===== src/rtl/button_scan_ctrl.sv =====
// Round-robin debounce scheduler: one shared timer serves a bank of buttons.
// Optional BUTTON_SCAN_TOGGLE_EN adds toggle_out, which flips on every committed press.
module button_scan_ctrl #(
  parameter int NB_BUTTONS      = 4,
  parameter int CLK_FREQ        = 95000,
  parameter int DEBOUNCE_PER_MS = 20,
  localparam int DEB_CYCLES     = CLK_FREQ * DEBOUNCE_PER_MS,
  localparam int IDX_W          = $clog2(NB_BUTTONS)
) (
  input  logic                  clk,
  input  logic                  rst_n,
  input  logic [NB_BUTTONS-1:0] buttons_in,
  output logic [NB_BUTTONS-1:0] buttons_stable,
  output logic [NB_BUTTONS-1:0] press_pulse,
  output logic [NB_BUTTONS-1:0] release_pulse,
  output logic                  busy,
  output logic [IDX_W-1:0]      active_idx
`ifdef BUTTON_SCAN_TOGGLE_EN
  ,
  output logic [NB_BUTTONS-1:0] toggle_out
`endif
);

  localparam int CNT_W = (DEB_CYCLES > 1) ? $clog2(DEB_CYCLES) : 1;
  localparam logic [CNT_W-1:0] CNT_LAST = CNT_W'(DEB_CYCLES - 1);
  localparam logic [CNT_W-1:0] CNT_ONE  = CNT_W'(1);
  localparam logic [IDX_W-1:0] LAST_IDX = IDX_W'(NB_BUTTONS - 1);
  localparam logic [IDX_W-1:0] IDX_ONE  = IDX_W'(1);
  localparam logic [IDX_W:0]   NB_W     = (IDX_W + 1)'(NB_BUTTONS);

  typedef enum logic {IDLE, COUNT} state_t;

  state_t                  state_reg;
  logic [CNT_W-1:0]        counter_reg;
  logic [IDX_W-1:0]        rr_ptr_reg;
  logic [NB_BUTTONS-1:0]   sync1_reg;
  logic [NB_BUTTONS-1:0]   s_in_reg;

  logic [NB_BUTTONS-1:0]   pending;
  logic [2*NB_BUTTONS-1:0] pend_dbl;
  logic [NB_BUTTONS-1:0]   pend_rot;
  logic [IDX_W-1:0]        sel_off;
  logic [IDX_W:0]          sel_sum;
  logic [IDX_W:0]          sel_wrap;
  logic [IDX_W-1:0]        sel_idx;
  logic [IDX_W-1:0]        next_ptr;

  always_ff @(posedge clk or negedge rst_n) begin
    if (!rst_n) begin
      sync1_reg <= '0;
      s_in_reg  <= '0;
    end else begin
      sync1_reg <= buttons_in;
      s_in_reg  <= sync1_reg;
    end
  end

  assign pending = s_in_reg ^ buttons_stable;

  // Rotate pending so bit 0 is rr_ptr; the lowest set bit is then the round-robin winner.
  assign pend_dbl = {pending, pending} >> rr_ptr_reg;
  assign pend_rot = pend_dbl[NB_BUTTONS-1:0];

  always_comb begin
    sel_off = '0;
    for (int k = NB_BUTTONS - 1; k >= 0; k--) begin
      if (pend_rot[k]) sel_off = IDX_W'(k);
    end
  end

  assign sel_sum  = {1'b0, rr_ptr_reg} + {1'b0, sel_off};
  assign sel_wrap = (sel_sum >= NB_W) ? (sel_sum - NB_W) : sel_sum;
  assign sel_idx  = sel_wrap[IDX_W-1:0];
  assign next_ptr = (active_idx == LAST_IDX) ? '0 : (active_idx + IDX_ONE);

  always_ff @(posedge clk or negedge rst_n) begin
    if (!rst_n) begin
      state_reg      <= IDLE;
      counter_reg    <= '0;
      rr_ptr_reg     <= '0;
      active_idx     <= '0;
      busy           <= 1'b0;
      buttons_stable <= '0;
      press_pulse    <= '0;
      release_pulse  <= '0;
`ifdef BUTTON_SCAN_TOGGLE_EN
      toggle_out     <= '0;
`endif
    end else begin
      press_pulse   <= '0;
      release_pulse <= '0;
      case (state_reg)
        IDLE: begin
          if (|pending) begin
            active_idx  <= sel_idx;
            counter_reg <= '0;
            state_reg   <= COUNT;
            busy        <= 1'b1;
          end
        end
        COUNT: begin
          if (s_in_reg[active_idx] == buttons_stable[active_idx]) begin
            // Input bounced back inside its window: drop the grant silently.
            rr_ptr_reg <= next_ptr;
            state_reg  <= IDLE;
            busy       <= 1'b0;
          end else if (counter_reg == CNT_LAST) begin
            buttons_stable[active_idx] <= ~buttons_stable[active_idx];
            if (!buttons_stable[active_idx]) begin
              press_pulse[active_idx] <= 1'b1;
`ifdef BUTTON_SCAN_TOGGLE_EN
              toggle_out[active_idx]  <= ~toggle_out[active_idx];
`endif
            end else begin
              release_pulse[active_idx] <= 1'b1;
            end
            rr_ptr_reg <= next_ptr;
            state_reg  <= IDLE;
            busy       <= 1'b0;
          end else begin
            counter_reg <= counter_reg + CNT_ONE;
          end
        end
        default: begin
          state_reg <= IDLE;
          busy      <= 1'b0;
        end
      endcase
    end
  end

endmodule


===== config.mk =====
export PLATFORM = sky130hd
export DESIGN_NAME = button_scan_ctrl
export DESIGN_NICKNAME = d
export VERILOG_FILES = /design/src/rtl/button_scan_ctrl.sv
export SDC_FILE = /design/constraint.sdc
export NUM_CORES = 1
export LEC_CHECK = 0
export BUFFER_PORTS_ARGS = -buffer_cell sky130_fd_sc_hd__buf_2
export CAP_MARGIN = 40
export CORE_ASPECT_RATIO = 1.5
export CORE_UTILIZATION = 53
export DETAILED_ROUTE_END_ITERATION = 8
export PLACE_DENSITY_LB_ADDON = 0.08
export SLEW_MARGIN = 25
export SYNTH_ARGS = -nofsm -noshare
export SYNTH_HDL_FRONTEND = slang
export SYNTH_SLANG_ARGS = --single-unit
export TNS_END_PERCENT = 30

===== constraint.sdc =====
create_clock -name clk -period 2.2 [get_ports clk]
set_input_delay 0 -clock clk [delete_from_list [all_inputs] [get_ports clk]]
set_output_delay 0 -clock clk [all_outputs]
set_load 0.05 [all_outputs]

* After elaboration in Yosys (flattened, before gate mapping) *
Index checks and enable logic that the tools add are counted.

cells by class
  $add $sub $neg = 4
  multiply operators = 0
  div/mod/pow operators = 0
  $lt $le $gt $ge = 3
  equality and inequality tests = 7
  shifts and indexed selects = 1
  multiplexer cells = 35
  bitwise gates (word level) = 4
  reductions and logical operators = 8

operator list
  cell                     number
  $mux W21                 3
  $pmux W21 S2             1
  $mux W4                  8
  $add A21 B1 Y21 const B  1
  $eq A21 B21 Y1 const B   1
  $mux W2                  8
  $mux W1                  9
  $shr A8 B2 Y4            1
  $ne A2 B2 Y1 const B     3
  $reduce_and A2 Y1        3
  $reduce_and A3 Y1        2
  $bmux W1 S2              2
  $bwmux W4                1
  $pmux W1 S2              2
  $reduce_or A4 Y1         1
  $xor A4 B4 Y4            1
  $add A2 B2 Y3            1
  $ge A3 B3 Y1 const B     1
  $lt A2 B3 Y1 const B     1
  $ne A3 B1 Y1 const B     1
  $not A1 Y1               3
  $add A2 B1 Y2 const B    1
  $demux W1 S2             1
  $eq A2 B2 Y1 const B     1
  other kinds (5)          5

storage, ports and cells
  register bits after elaboration = 47
  bits in latches = 0
  memory bits (writable) = 0
  memory bits (read-only) = 0
  output and inout bits = 15
  memories kept = 0

* Depth between registers and ports, before layout *
  word-level depth = 9
  gate-level depth with buffers = 8

* Worst setup path after synthesis *
Ideal clock, no wire load.

  path kind = register -> register
  start = register active_idx[1]
  end = register buttons_stable[1]
  library setup time = 121 ps
  data arrival time = 2303 ps
  required time = 2079 ps
  path slack = -224 ps
  stages on the path, launching flop included = 8
  period minus slack after synthesis = 2424 ps
  path through = dfrtp_1 clkbuf_1 mux4_2 buf_6 and2_1 clkbuf_2 and3b_1 a22o_1

between the ends
  cells in the longest elaborated chain, start to end = 5

ends and longest elaborated chain
  element                                                                  line      source
  from (decl)                                                              17        output logic [IDX_W-1:0] active_idx
  from (signal assigned)                                                   95        active_idx <= sel_idx;
  $lt A2 B3 Y1 (implied by the code), or another cell as far along         108       buttons_stable[active_idx] <= ~buttons_stable[active_idx];
  $logic_and A1 B1 Y1 (implied by the code), or another cell as far along  108
  $mux W1 (implied by the code) or $eq A1 B1 Y1 (tied branches)            108, 102
  $demux W1 S2 or $not A1 Y1 (tied branches)                               -
  $bwmux W4 or $reduce_and A3 Y1 (tied branches)                           -
  to (signal, indexed assignment)                                          108
  to (decl)                                                                13        output logic [NB_BUTTONS-1:0] buttons_stable,

Parallel ways exist; a longest one is shown, timed or not. The select of a mux whose other input is x is not followed.
A chain may end at the register's enable or synchronous reset.

* Final worst setup path *
  start = register counter_reg[0]
  end = register rr_ptr_reg[0]

between the ends
  cells in the longest elaborated chain, start to end = 3

ends and longest elaborated chain
  element                              line  source
  from (decl)                          34    logic [CNT_W-1:0] counter_reg;
  from (signal assigned)               121   counter_reg <= counter_reg + CNT_ONE;
  $eq A21 B21 Y1                       107   end else if (counter_reg == CNT_LAST) begin
  $reduce_bool A2 Y1 (no source line)  -
  $reduce_and A2 Y1 (no source line)   -
  to (signal assigned)                 104   rr_ptr_reg <= next_ptr;
  to (signal assigned)                 117   rr_ptr_reg <= next_ptr;
  to (decl)                            35    logic [IDX_W-1:0] rr_ptr_reg;

No other way between the ends.

==> summary.md <==
| Metric | Value |
|---|---|
| Status | finished clean |
| DP Area | 2590 um2 |
| Count of cell types in the netlist | 45 |
| Vias per cell | 5.85 |
| H-tree depth | 2 |
| # diodes | 0 |
| Row count | 29 |
| Crit. End Element | flip-flop |
| Cells along the critical path | ha_1 -> and4_2 -> nand3_2 -> or3_1 -> a21bo_2 -> mux2_2 |
| R2R Path Start | counter_reg[0] |
| Synth Register Bits | 47 |
| Antenna violations before repair | 0 |
| Fraction of the mapped netlist area in adder cells | 3.20% |
| Final non-filler cell total | 314 |
| Crit path largest cell delay | 0.44 ns |
| Top delay family on crit path | simple AND/OR/NAND/NOR gates |
| Compound-cell area share of the yosys netlist | 14.1% |
| I/O Pins | 21 |
| Crit-path max FO | 5 |
| Primary FF master, synth | dfrtp_1 |
| Final setup vio count | 0 |
| Core area | 4250 um2 |
| Achievable Freq | 0.477 GHz |
| ANT nets after route | 0 |
| Clock transition at path regs | 0.09 ns |
| Commonest non-fill, non-tap cell in the layout | dfrtp_1 |
| # DRC | 0 |
| Most frequent cells in the layout | dfrtp_1, buf_2, buf_4 |
| Post-layout nets | 279 |
| Yosys Warn Count | 0 |
| Max clock buf depth | 2 |
| CP Class | flip-flop to flip-flop |
| Net Count, Synth | 236 |
| Syn avg cell area | 10.5 um2 |
| Crit path time final | 2.10 ns |
| Critical path buffers and inverters | 0 |
| WP depth | 6 |
| Hpwl dp | 3590 um |
| CTS sink cnt | 47 |
| DR WL/cell | 15.7 um |
| Fin Clk Skew | 0.00587 ns |
| Root Driver | clkbuf_8 |
| CTS tree | built |
| Grt ovf | 0 |
| Final RePlAce weighted congestion | 0.804 |
| Fin. Hold Viols | 0 |
| Vias | 1836 |
| CP arrival | 2.29 ns |
| P per Cell Area | 921 nW/um2 |
| Largest net degree at the start of global routing | 27 |
| Leakage Power | 1.27 nW |
| Main area contributors after synthesis | dfrtp_1, xor2_1, and2_1 |
| Class of the worst hold path | input pin to asynchronous set/reset pin |
| First-pass GRT wire length | 8250 um |
| Max VDD drop | 857 uV |
| Clock Latency Late Sink | 0.30 ns |
| # placed instances | 298 |
| Multiplexer share of the synthesized area | 4.16% |
| Pwr Total | 0.00257 W |
| Design Area, Final | 2800 um2 |
| Cell taking the most area after synthesis | dfrtp_1 |
| Initial DRC Count | 59 |
| Max Cap Viol | 0 |
| R2r endpoint | rr_ptr_reg[0] |
| Global Route Usage Sum | 22.8% |
| Register area share after synthesis | 50.1% |
| Vias in the first global route | 1833 |
| Post-synthesis simple-gate area fraction | 20.0% |
| Layout overhead on the synthesized area | 19.1% |
| Worst slew pin tran | 0.557 ns |
| Reg2reg path depth | 6 |
| Area of the mapped netlist | 2350 um2 |
| Share of the synthesized area in the top cell type | 50.1% |
| XOR/XNOR Fraction of Synth Area | 5.23% |
| Layout cells sized above 1 | 23.9% |
| Max reg flops | 21 |
| EDFF count, synth | 0 |
| Final worst-path cycle share | 95.2% |
| Initial Utilization | 55.3% |
| Final wirelength | 4920 um |
| Port Buf Inserts | 20 |
| Crit start category | flip-flop |
| Rel. slew slack | 62.9% |
| Largest family of logic cells by synthesized area | simple AND/OR/NAND/NOR gates |
| Die area | 4700 um2 |
| FFs w/ async S/R, synth | 100% |
| Die Y-Extent | 83.5 um |
| TritonCTS buffer count | 5 |
| Chip width | 56.3 um |
| Final Max Tran Viols | 0 |
| Flop2flop setup slack | 0.10 ns |
| Critical Path RT | 2.39 ns |
| Slowest CP cell | or3_1 |
| First drt pass iteration count | 4 |
| Post-Syn Instances | 224 |
-- power breakdown --
group          switching, W  total, W  internal, W
Sequential         0.000156   0.00110     0.000948
Combinational      0.000532  0.000918     0.000386
Clock              0.000295  0.000551     0.000257
-- worst max path at each step --
stage / from / to
CTS: counter_reg[0] / counter_reg[2]
detailed placement: counter_reg[0] / counter_reg[2]
global placement: counter_reg[0] / rr_ptr_reg[0]
floorplan: buttons_stable[3] / buttons_stable[1]
global route: counter_reg[0] / rr_ptr_reg[1]
finish: counter_reg[0] / rr_ptr_reg[0]
-- per-layer routing --
layer | up-vias | part of all wire [%] | GRT usage (%) | wire [um]
li1 | 907 | - | - | -
met1 | 884 | 40 | 25.5 | 1980
met2 | 35 | 54 | 40.4 | 2660
met3 | 10 | 2.2 | 3.41 | 106
met4 | 0 | 3.5 | 12.9 | 174
met5 | - | 0 | 0 | 0
-- timing repair --
item / in CTS / in global routing
gates resized for setup: 0 / 3
setup buffers: 0 / 3
endpoints found under the setup margin: 0 / 29
endpoints found under the hold margin: 29 / 0
hold buffers: 5 / 0
-- Yosys cell counts (2+ instances only) --
master and n:
a21oi_1 12, mux2_2 4, and2_1 12, buf_6 2
xor2_1 10, a31oi_1 2, or4_1 3, or3_1 8
xnor2_1 4, o21ai_0 12, nand2_1 11, nand4_1 11
a211oi_1 2, o31ai_1 4, nor2_1 12, and3_1 3
a21o_1 3, inv_1 6, ha_1 6, mux2i_1 3
nor3_1 6, dfrtp_1 47, o211ai_1 2, clkbuf_1 4
a22o_1 2, nand3_1 14
-- metrics by stage --
step	setup WS, ns	hold slack (ns)	setup TNS [ns]	util [%]
2_1_floorplan	0.00307	-0.296	0	-
3_3_place_gp	0.119	0.0198	0	61.1
3_5_place_dp	0.0359	0.0284	0	61.1
4_1_cts	0.00701	0.240	0	64.6
5_1_grt	-0.0215	0.275	-0.0256	65.8
6_report	0.105	0.214	0	65.8
-- area by class of cell --
cell class,instances,area (um2)
inverters,6,22.5
clock inverters,2,16.3
well taps,46,57.6
flip-flops and latches,47,1180
repair buffers,45,313
clock buffers,6,82.6
multi-input cells,162,1120
fillers,370,1450
-- cells by family after synthesis --
kind of cell,Yosys count
simple gates,86
mux,8
flops,47
xor+xnor,14
buf+inv,15
compound gates,48
fa+ha+maj,6
Power figures use the tool's default switching activity.
